[config.mk]
export PLATFORM = sky130hd
export DESIGN_NAME = color_to_grayscale_stream
export DESIGN_NICKNAME = d
export VERILOG_FILES = /design/src/rtl/color_to_grayscale_pkg.sv /design/src/rtl/color_to_grayscale_stream_gray_lane.sv /design/src/rtl/color_to_grayscale_stream.sv
export SDC_FILE = /design/constraint.sdc
export NUM_CORES = 1
export LEC_CHECK = 0
export CORE_MARGIN = 1.5
export CORE_UTILIZATION = 67
export DETAILED_ROUTE_END_ITERATION = 8
export PLACE_DENSITY = 0.86
export SETUP_SLACK_MARGIN = 0.05
export SLEW_MARGIN = 20
export SYNTH_ARGS = -nofsm -noshare
export SYNTH_HDL_FRONTEND = slang
export SYNTH_SLANG_ARGS = --single-unit
[constraint.sdc]
create_clock -name clk -period 13.2 [get_ports clk]
set_input_delay 2.64 -clock clk [delete_from_list [all_inputs] [get_ports clk]]
set_output_delay 2.64 -clock clk [all_outputs]
set_load 0.005 [all_outputs]
[src/rtl/color_to_grayscale_pkg.sv]
// Shared constants and types for the RGB -> grayscale stream.
package color_to_grayscale_pkg;

    localparam int COEF_R     = 77;
    localparam int COEF_G     = 150;
    localparam int COEF_B     = 29;
    localparam int COEF_SHIFT = 8;
    localparam int ROUND      = 128;

    // Average mode reuses the weighted-sum datapath: 64R+128G+64B, +128, >>8
    // is exactly (R + 2G + B + 2) >> 2.
    localparam int AVG_R      = 64;
    localparam int AVG_G      = 128;
    localparam int AVG_B      = 64;

    typedef enum logic {GRAY_BT601, GRAY_AVG} gray_mode_e;

endpackage

[src/rtl/color_to_grayscale_stream_gray_lane.sv]
// One lane of the grayscale converter: stage 1 registers the three weighted
// products, stage 2 registers the rounded sum. Both stages advance on i_en.
module gray_lane
    import color_to_grayscale_pkg::*;
#(
    parameter int PIX_W = 8
) (
    input  logic             clk,
    input  logic             rst,
    input  logic             i_en,
    input  logic             i_mode,
    input  logic [PIX_W-1:0] i_r,
    input  logic [PIX_W-1:0] i_g,
    input  logic [PIX_W-1:0] i_b,
    output logic [PIX_W-1:0] o_gray
);

    localparam int PW = PIX_W + 8;
    localparam int SW = PIX_W + 9;

    gray_mode_e    w_mode;
    logic [7:0]    w_cr, w_cg, w_cb;
    logic [SW-1:0] w_sum;

    logic [PW-1:0]    r_pr, r_pg, r_pb;
    logic [PIX_W-1:0] r_gray;

    assign w_mode = gray_mode_e'(i_mode);

    always_comb begin
        w_cr = 8'(COEF_R);
        w_cg = 8'(COEF_G);
        w_cb = 8'(COEF_B);
        if (w_mode == GRAY_AVG) begin
            w_cr = 8'(AVG_R);
            w_cg = 8'(AVG_G);
            w_cb = 8'(AVG_B);
        end
    end

    always_ff @(posedge clk or posedge rst) begin
        if (rst) begin
            r_pr <= '0;
            r_pg <= '0;
            r_pb <= '0;
        end else if (i_en) begin
            r_pr <= PW'(i_r) * PW'(w_cr);
            r_pg <= PW'(i_g) * PW'(w_cg);
            r_pb <= PW'(i_b) * PW'(w_cb);
        end
    end

    // Weights sum to 256, so the shifted result always fits in PIX_W bits.
    assign w_sum = SW'(r_pr) + SW'(r_pg) + SW'(r_pb) + SW'(ROUND);

    always_ff @(posedge clk or posedge rst) begin
        if (rst)
            r_gray <= '0;
        else if (i_en)
            r_gray <= PIX_W'(w_sum >> COEF_SHIFT);
    end

    assign o_gray = r_gray;

endmodule

[src/rtl/color_to_grayscale_stream.sv]
// Multi-lane RGB -> grayscale stream: handshake, valid/eol pipeline, row
// beat counter and sticky row error. Optional `GRAY_MODE_SEL_EN adds in_mode.
module color_to_grayscale_stream
    import color_to_grayscale_pkg::*;
#(
    parameter int PIX_W   = 8,
    parameter int LANES   = 4,
    parameter int ROW_LEN = 100
) (
    input  logic                   clk,
    input  logic                   rst,
    input  logic                   in_valid,
    output logic                   in_ready,
    input  logic                   in_sol,
    input  logic [LANES*PIX_W-1:0] in_r,
    input  logic [LANES*PIX_W-1:0] in_g,
    input  logic [LANES*PIX_W-1:0] in_b,
`ifdef GRAY_MODE_SEL_EN
    input  logic                   in_mode,
`endif
    output logic                   out_valid,
    input  logic                   out_ready,
    output logic [LANES*PIX_W-1:0] out_gray,
    output logic                   out_eol,
    output logic                   row_err
);

    localparam int BEATS = ROW_LEN / LANES;
    localparam int CW    = (BEATS > 1) ? $clog2(BEATS) : 1;

    generate
        if ((ROW_LEN % LANES) != 0 || ROW_LEN < LANES) begin : g_bad_row_len
            $error("ROW_LEN must be a non-zero multiple of LANES");
        end
    endgenerate

    logic          w_en, w_acc, w_last, w_mode;
    logic [CW-1:0] w_idx;

    logic          r_v1, r_eol1, r_out_valid, r_out_eol, r_row_err;
    logic [CW-1:0] r_cnt;

    // Pipeline advances when the output slot is empty or being consumed.
    assign w_en     = out_ready | ~r_out_valid;
    assign in_ready = w_en;
    assign w_acc    = in_valid & w_en;

`ifdef GRAY_MODE_SEL_EN
    assign w_mode = in_mode;
`else
    assign w_mode = GRAY_BT601;
`endif

    // A start-of-line beat is always beat 0, even if it truncates a row.
    assign w_idx  = in_sol ? '0 : r_cnt;
    assign w_last = (w_idx == CW'(BEATS - 1));

    always_ff @(posedge clk or posedge rst) begin
        if (rst) begin
            r_cnt     <= '0;
            r_row_err <= 1'b0;
        end else if (w_acc) begin
            r_cnt <= w_last ? '0 : w_idx + CW'(1);
            if (in_sol && r_cnt != '0)
                r_row_err <= 1'b1;
        end
    end

    always_ff @(posedge clk or posedge rst) begin
        if (rst) begin
            r_v1        <= 1'b0;
            r_eol1      <= 1'b0;
            r_out_valid <= 1'b0;
            r_out_eol   <= 1'b0;
        end else if (w_en) begin
            r_v1        <= in_valid;
            r_eol1      <= in_valid & w_last;
            r_out_valid <= r_v1;
            r_out_eol   <= r_eol1;
        end
    end

    genvar k;
    generate
        for (k = 0; k < LANES; k++) begin : g_lane
            gray_lane #(.PIX_W(PIX_W)) u_lane (
                .clk    (clk),
                .rst    (rst),
                .i_en   (w_en),
                .i_mode (w_mode),
                .i_r    (in_r[k*PIX_W +: PIX_W]),
                .i_g    (in_g[k*PIX_W +: PIX_W]),
                .i_b    (in_b[k*PIX_W +: PIX_W]),
                .o_gray (out_gray[k*PIX_W +: PIX_W])
            );
        end
    endgenerate

    assign out_valid = r_out_valid;
    assign out_eol   = r_out_eol;
    assign row_err   = r_row_err;

endmodule
== After elaboration in Yosys (flattened, before gate mapping) ==
Index checks and enable logic that the tools add are counted.

* Register bits after elaboration: 230
* Bits of input ports: 101
* Output and inout port bits: 36
* Logic and storage cells: 57

* $add $sub $neg: 13
* $mul: 12
* Eq/ne operators: 1
* Muxes and demuxes: 2
* Bitwise gates (word level): 4
* Reduce and logical (&&, ||, !) cells: 3

{| class="wikitable"
|+ Operator list
! operator !! number
|-
| $add 16x16->16 || 8
|-
| $mul 8x7->15 const B || 8
|-
| $add 16x8->16 const B || 4
|-
| $mul 8x5->13 const B || 4
|-
| $mux 5 || 2
|-
| $add 5x1->5 const B || 1
|-
| $eq 5x5->1 const B || 1
|-
| $reduce_bool 5->1 || 1
|-
| $and 1x1->1 || 2
|-
| $reduce_and 2->1 || 1
|-
| $logic_and 1x1->1 || 1
|-
| $not 1->1 || 1
|-
| $or 1x1->1 || 1
|}

== Longest topological paths before layout ==
* Depth after elaboration: 4
* Mapped depth: 15
* Mapped depth without buffers: 15

== Hierarchy ==
A second synthesis with hierarchy kept.

* Cells, all modules: 2493
* Area, all modules: 25918.6 sq um

{| class="wikitable"
|+ By module, submodules not included
! module !! times used !! cells an instance !! area each (sq um) !! seq. area each (sq um)
|-
| gray_lane at g_lane[0].u_lane ... || 2 || 613 || 6429.9 || 1351.3
|-
| gray_lane at g_lane[2].u_lane || 1 || 614 || 6312.3 || 1351.3
|-
| gray_lane at g_lane[3].u_lane || 1 || 600 || 6253.5 || 1351.3
|-
| color_to_grayscale_stream || 1 || 53 || 493.0 || 250.2
|}

== Worst setup path after synthesis ==
Ideal clock, no wire load.

* Path kind: input port to output port
* Start point: input port out_ready
* End point: output port in_ready
* Arrival time: 3.468 ns
* Setup slack: 7.092 ns
* Stages: 5
* Path buffers: 3
* Path through: nor2b_1 clkbuf_1 inv_2 clkbuf_1 clkbuf_1

* Longest elaborated chain between the ends: 1

{| class="wikitable"
|+ RTL lines
! what !! RTL line !! source
|-
| from (decl) || color_to_grayscale_stream.sv:22 || <nowiki>input logic out_ready,</nowiki>
|-
| $or 1x1->1 || color_to_grayscale_stream.sv:44 || <nowiki>assign w_en = out_ready | ~r_out_valid;</nowiki>
|-
| to (decl) || color_to_grayscale_stream.sv:13 || <nowiki>output logic in_ready,</nowiki>
|}

No other way between the ends.

== Worst setup path after layout ==
Same ends and word-level chain as after synthesis.

==> results <==
- The flow ran to the end, and the final reports show no timing, DRC or antenna violations.
- The compound-gate portion of the synthesized area is 12.7%.
- The portion of synthesized cell area occupied by the leading cell type is 28.1%.
- The number of port buffers is 136.
- The die span in y is 186 µm.
- The worst path needs 6860 ps of the cycle, external delays included.
- The cell taking the most area after synthesis is sky130_fd_sc_hd__ha_1.
- The number of nets in the synthesized netlist is 3154.
- The via count is 16.8k.
- The upper clock frequency limit is 146 MHz.
- The areal power density over the cells is 231 nW/µm².
- The number of global-route vias before repair was 17.4k.
- The count of endpoints failing hold in the final timing report is 0.
- Summing the sequential cell areas from Yosys gives 23.9% of the chip area.
- The first global-routing pass estimated 80100 µm of wire.
- The number of cells produced by synthesis is 2399.
- Once detail routing completed, the nets flagged for antenna violations numbered 0.
- Counting the buffers created by CTS gives 25.
- The total number of H-tree levels is 1.
- IR analysis of the VDD net gives a maximum drop of 0.185 mV.
- The largest family of logic cells by synthesized area is adder cells.
- After detailed routing, the number of remaining DRC violations is 0.
- Relative to the synthesized area, the layout overhead comes to 11.8%.
- The number of max-cap violations is 0.
- The initial antenna violation count came to 5.
- By startpoint and endpoint, the worst setup path is classified as in -> out.
- The tree built by TritonCTS fans out to 214 sinks.
- In the layout the commonest cells are sky130_fd_sc_hd__ha_1 (502), sky130_fd_sc_hd__inv_1 (462), sky130_fd_sc_hd__dfrtp_1 (214).
- Leaving out fill and tap cells, the most frequent cell in the layout is sky130_fd_sc_hd__ha_1.
- In the final layout, the share of cells above drive strength 1 is 2.65%.
- After synthesis, the share of flip-flops with an asynchronous set or reset is 100%.
- Setup total negative slack on the finished layout was measured at 0 ps.
- The number of search-and-repair iterations in the first detailed-routing pass is 5.
- Tracing the worst setup path back leads to its startpoint at out_ready.
- The final critical path takes up 52.0% of the cycle.
- The I/O pin count is 137.
- The routed via count divided by cell count is 5.64.
- Measured against the total synthesized area, the mux share comes to 0.0951%.
- For this run the aggregate overflow at the end of global routing stands at 0.
- At the pin with the least slew margin, the transition time is 1000 ps.
- After Yosys synthesis, XOR and XNOR cells account for 4.42% of the synthesized area.
- The required time at the worst-slack endpoint is 10560 ps.
- The destination of the worst register-to-register timing path is g_lane[3].u_lane.o_gray[6]$_DFFE_PP0N_.
- Setup violations remaining at the end of the flow were counted as 0.
- The floorplan step defined a die boundary enclosing 34500 µm².
- The clock tree buffer depth is 3.
- The total global routing track utilization is 28.5%.
- On the final layout, the worst clock skew is 13.1 ps.
- The total detailed-routing wirelength is 46500 µm.
- After clock tree synthesis, the setup repair step added 0 buffers.
- Counting distinct cell types in the post-synthesis netlist gives 62.
- The routability congestion estimate from global placement is 0.862.
- Entering global routing, the biggest net connects 139 pins.
- Counting cells, the worst reg-to-reg path comes to 13.
- The worst reg-to-reg setup slack is 9560 ps.
- The floorplan has 66 rows.
- The CTS root buffer is sky130_fd_sc_hd__clkbuf_16.
- The worst path meets setup with 6340 ps of slack.
- The simple-gate area share of the yosys netlist is 8.54%.
- The critical path startpoint category is an input port.
- In this run the critical register-to-register path is launched from g_lane[3].u_lane.r_pb[4]$_DFFE_PP0N_.
- For this design, the CTS-stage hold fixing added 0 buffers.
- The worst max-slew margin expressed relative to the limit is 33.2%.
- The capturing instance or port of the critical path is in_ready.
- The sum of net half-perimeters after detailed placement is 36900 µm.
- Setup repair after global routing left no endpoint under its margin.
- The post-synthesis share of cell area spent on full adders, half adders and majority gates is 41.7%.
- In this run, synthesis inferred 0 flip-flops with an integrated enable.
- Counting flops and latches in the post-synthesis netlist gives 214.
- In the final routed layout, each cell accounts on average for 15.6 µm.
- The standby leakage power is 13.4 nW.
- The clock network latency to the later pin of the worst-skew pair is 520 ps.
- TritonCTS built the clock tree.
- The initial detailed-routing violation count is 895.
- Post-CTS repair changed the size of 0 cells.
- The core region is 32700 µm².
- The arrival time at the worst endpoint is 4220 ps.
- Once the floorplan was initialized, standard cells occupied 68.4% of the core.
- The type of element capturing the critical path is an output pin.
- The mean area per synthesized cell is 9.33 µm².
- Ranked by total cell area, the synthesized netlist is headed by sky130_fd_sc_hd__ha_1 (28%), sky130_fd_sc_hd__dfrtp_1 (24%), sky130_fd_sc_hd__fa_1 (14%), sky130_fd_sc_hd__inv_1 (7.8%), sky130_fd_sc_hd__nand2_1 (3.3%).
- The dominant register cell in the synthesized netlist is sky130_fd_sc_hd__dfrtp_1.
- The number of nets in the layout is 3271.
- The netlist area before placement is 22400 µm².
- The path type of the worst min-delay path is reg -> reg.
- OpenSTA, run right after detailed placement, puts the worst setup slack at 6310 ps.
- From left edge to right edge, the die measures 186 µm.
- The clock slew seen by the registers of the worst setup and hold paths is 50 ps.
- The design draws 0.00579 W.
- The top fanout value on the critical path is 84.
- Yosys printed 0 warnings.
- The number of max-slew violations in the final report was 0.
-- cells by family after synthesis --
family,count (synthesis)
adders and majority gates,654
AOI/OAI and AO/OA,465
and+or+nand+nor,436
buffers and inverters,515
xor gates and xnor gates,113
muxes,2
DFF,214
-- worst max-delay path: stages --
cell and delay, ps:
sky130_fd_sc_hd__clkdlybuf4s50_1 500, sky130_fd_sc_hd__nor2b_4 60, sky130_fd_sc_hd__inv_6 400, sky130_fd_sc_hd__clkdlybuf4s50_1 610
-- routing by layer --
metal | GRT usage, % | part of all wire [%] | vias up
met5 | 0 | 0.086 | -
met4 | 7.94 | 2.5 | 6
met3 | 3.93 | 4.8 | 83
met2 | 48.1 | 48 | 366
met1 | 38.4 | 45 | 8166
li1 | - | - | 8177
-- registers in the layout, summed over array words and instances (netlist names) --
signal                cells
g_lane.u_lane.o_gray     32
g_lane.u_lane.r_pb       52
g_lane.u_lane.r_pg       60
g_lane.u_lane.r_pr       60
out_eol                   1
out_valid                 1
r_cnt                     5
r_eol1                    1
r_v1                      1
row_err                   1
-- area by class of cell --
type,count,area (µm²)
antenna,2,5.00
clock buffer,35,753
clock inverter,8,96.3
fill,2170,7690
inverter,464,1750
multi-input combinational,1670,15100
sequential,214,5360
tap,442,553
timing repair buffer,141,1400
-- worst min path at each step --
| stage | slack (ps) | end | cells after the start | from |
|---|---|---|---|---|
| floorplan | 430 | g_lane[0].u_lane.r_pr[0]$_DFFE_PP0N_ | 2 | g_lane[0].u_lane.r_pr[0]$_DFFE_PP0N_ |
| global placement | 450 | g_lane[0].u_lane.r_pr[0]$_DFFE_PP0N_ | 2 | g_lane[0].u_lane.r_pr[0]$_DFFE_PP0N_ |
| detailed placement | 460 | g_lane[1].u_lane.r_pb[0]$_DFFE_PP0N_ | 2 | g_lane[1].u_lane.r_pb[0]$_DFFE_PP0N_ |
| CTS | 470 | g_lane[1].u_lane.r_pb[0]$_DFFE_PP0N_ | 2 | g_lane[1].u_lane.r_pb[0]$_DFFE_PP0N_ |
| global route | 500 | row_err$_DFFE_PP0P_ | 1 | row_err$_DFFE_PP0P_ |
| finish | 470 | g_lane[1].u_lane.r_pb[0]$_DFFE_PP0N_ | 2 | g_lane[1].u_lane.r_pb[0]$_DFFE_PP0N_ |
-- cell usage after synthesis (all sizes together) (7+ instances only) --
cell,count
nor2b,9
o21ai,149
nand3,13
and3,7
xor2,50
nand2b,14
a21oi,139
fa,152
nor3,40
ha,502
a211oi,12
xnor2,63
nor2,124
dfrtp,214
a31oi,16
o21a,12
a2111oi,7
a21boi,10
nand2,194
a21o,39
o21bai,24
inv,464
or3,10
o31ai,33
clkbuf,49
-- stage by stage --
step | utilization [%] | cells | instance area [µm²] | hold slack (ps)
after CTS | 76.5 | 2974 | 25000 | 472
final | 76.5 | 2976 | 25000 | 471
after floorplan | - | 2399 | 22400 | 430
after global routing | 76.5 | 2975 | 25000 | 500
after global placement | 73.9 | 2931 | 24200 | 446
after detailed placement | 73.9 | 2931 | 24200 | 460
-- power breakdown --
part	leakage [nW]	internal (W)	switching (W)
sequential	2.53	0.000941	0.000175
combinational	10.4	0.00175	0.00220
clock	0.422	0.000433	0.000278
total	13.4	0.00313	0.00266
Note: power is estimated with default switching activity, not from simulation.
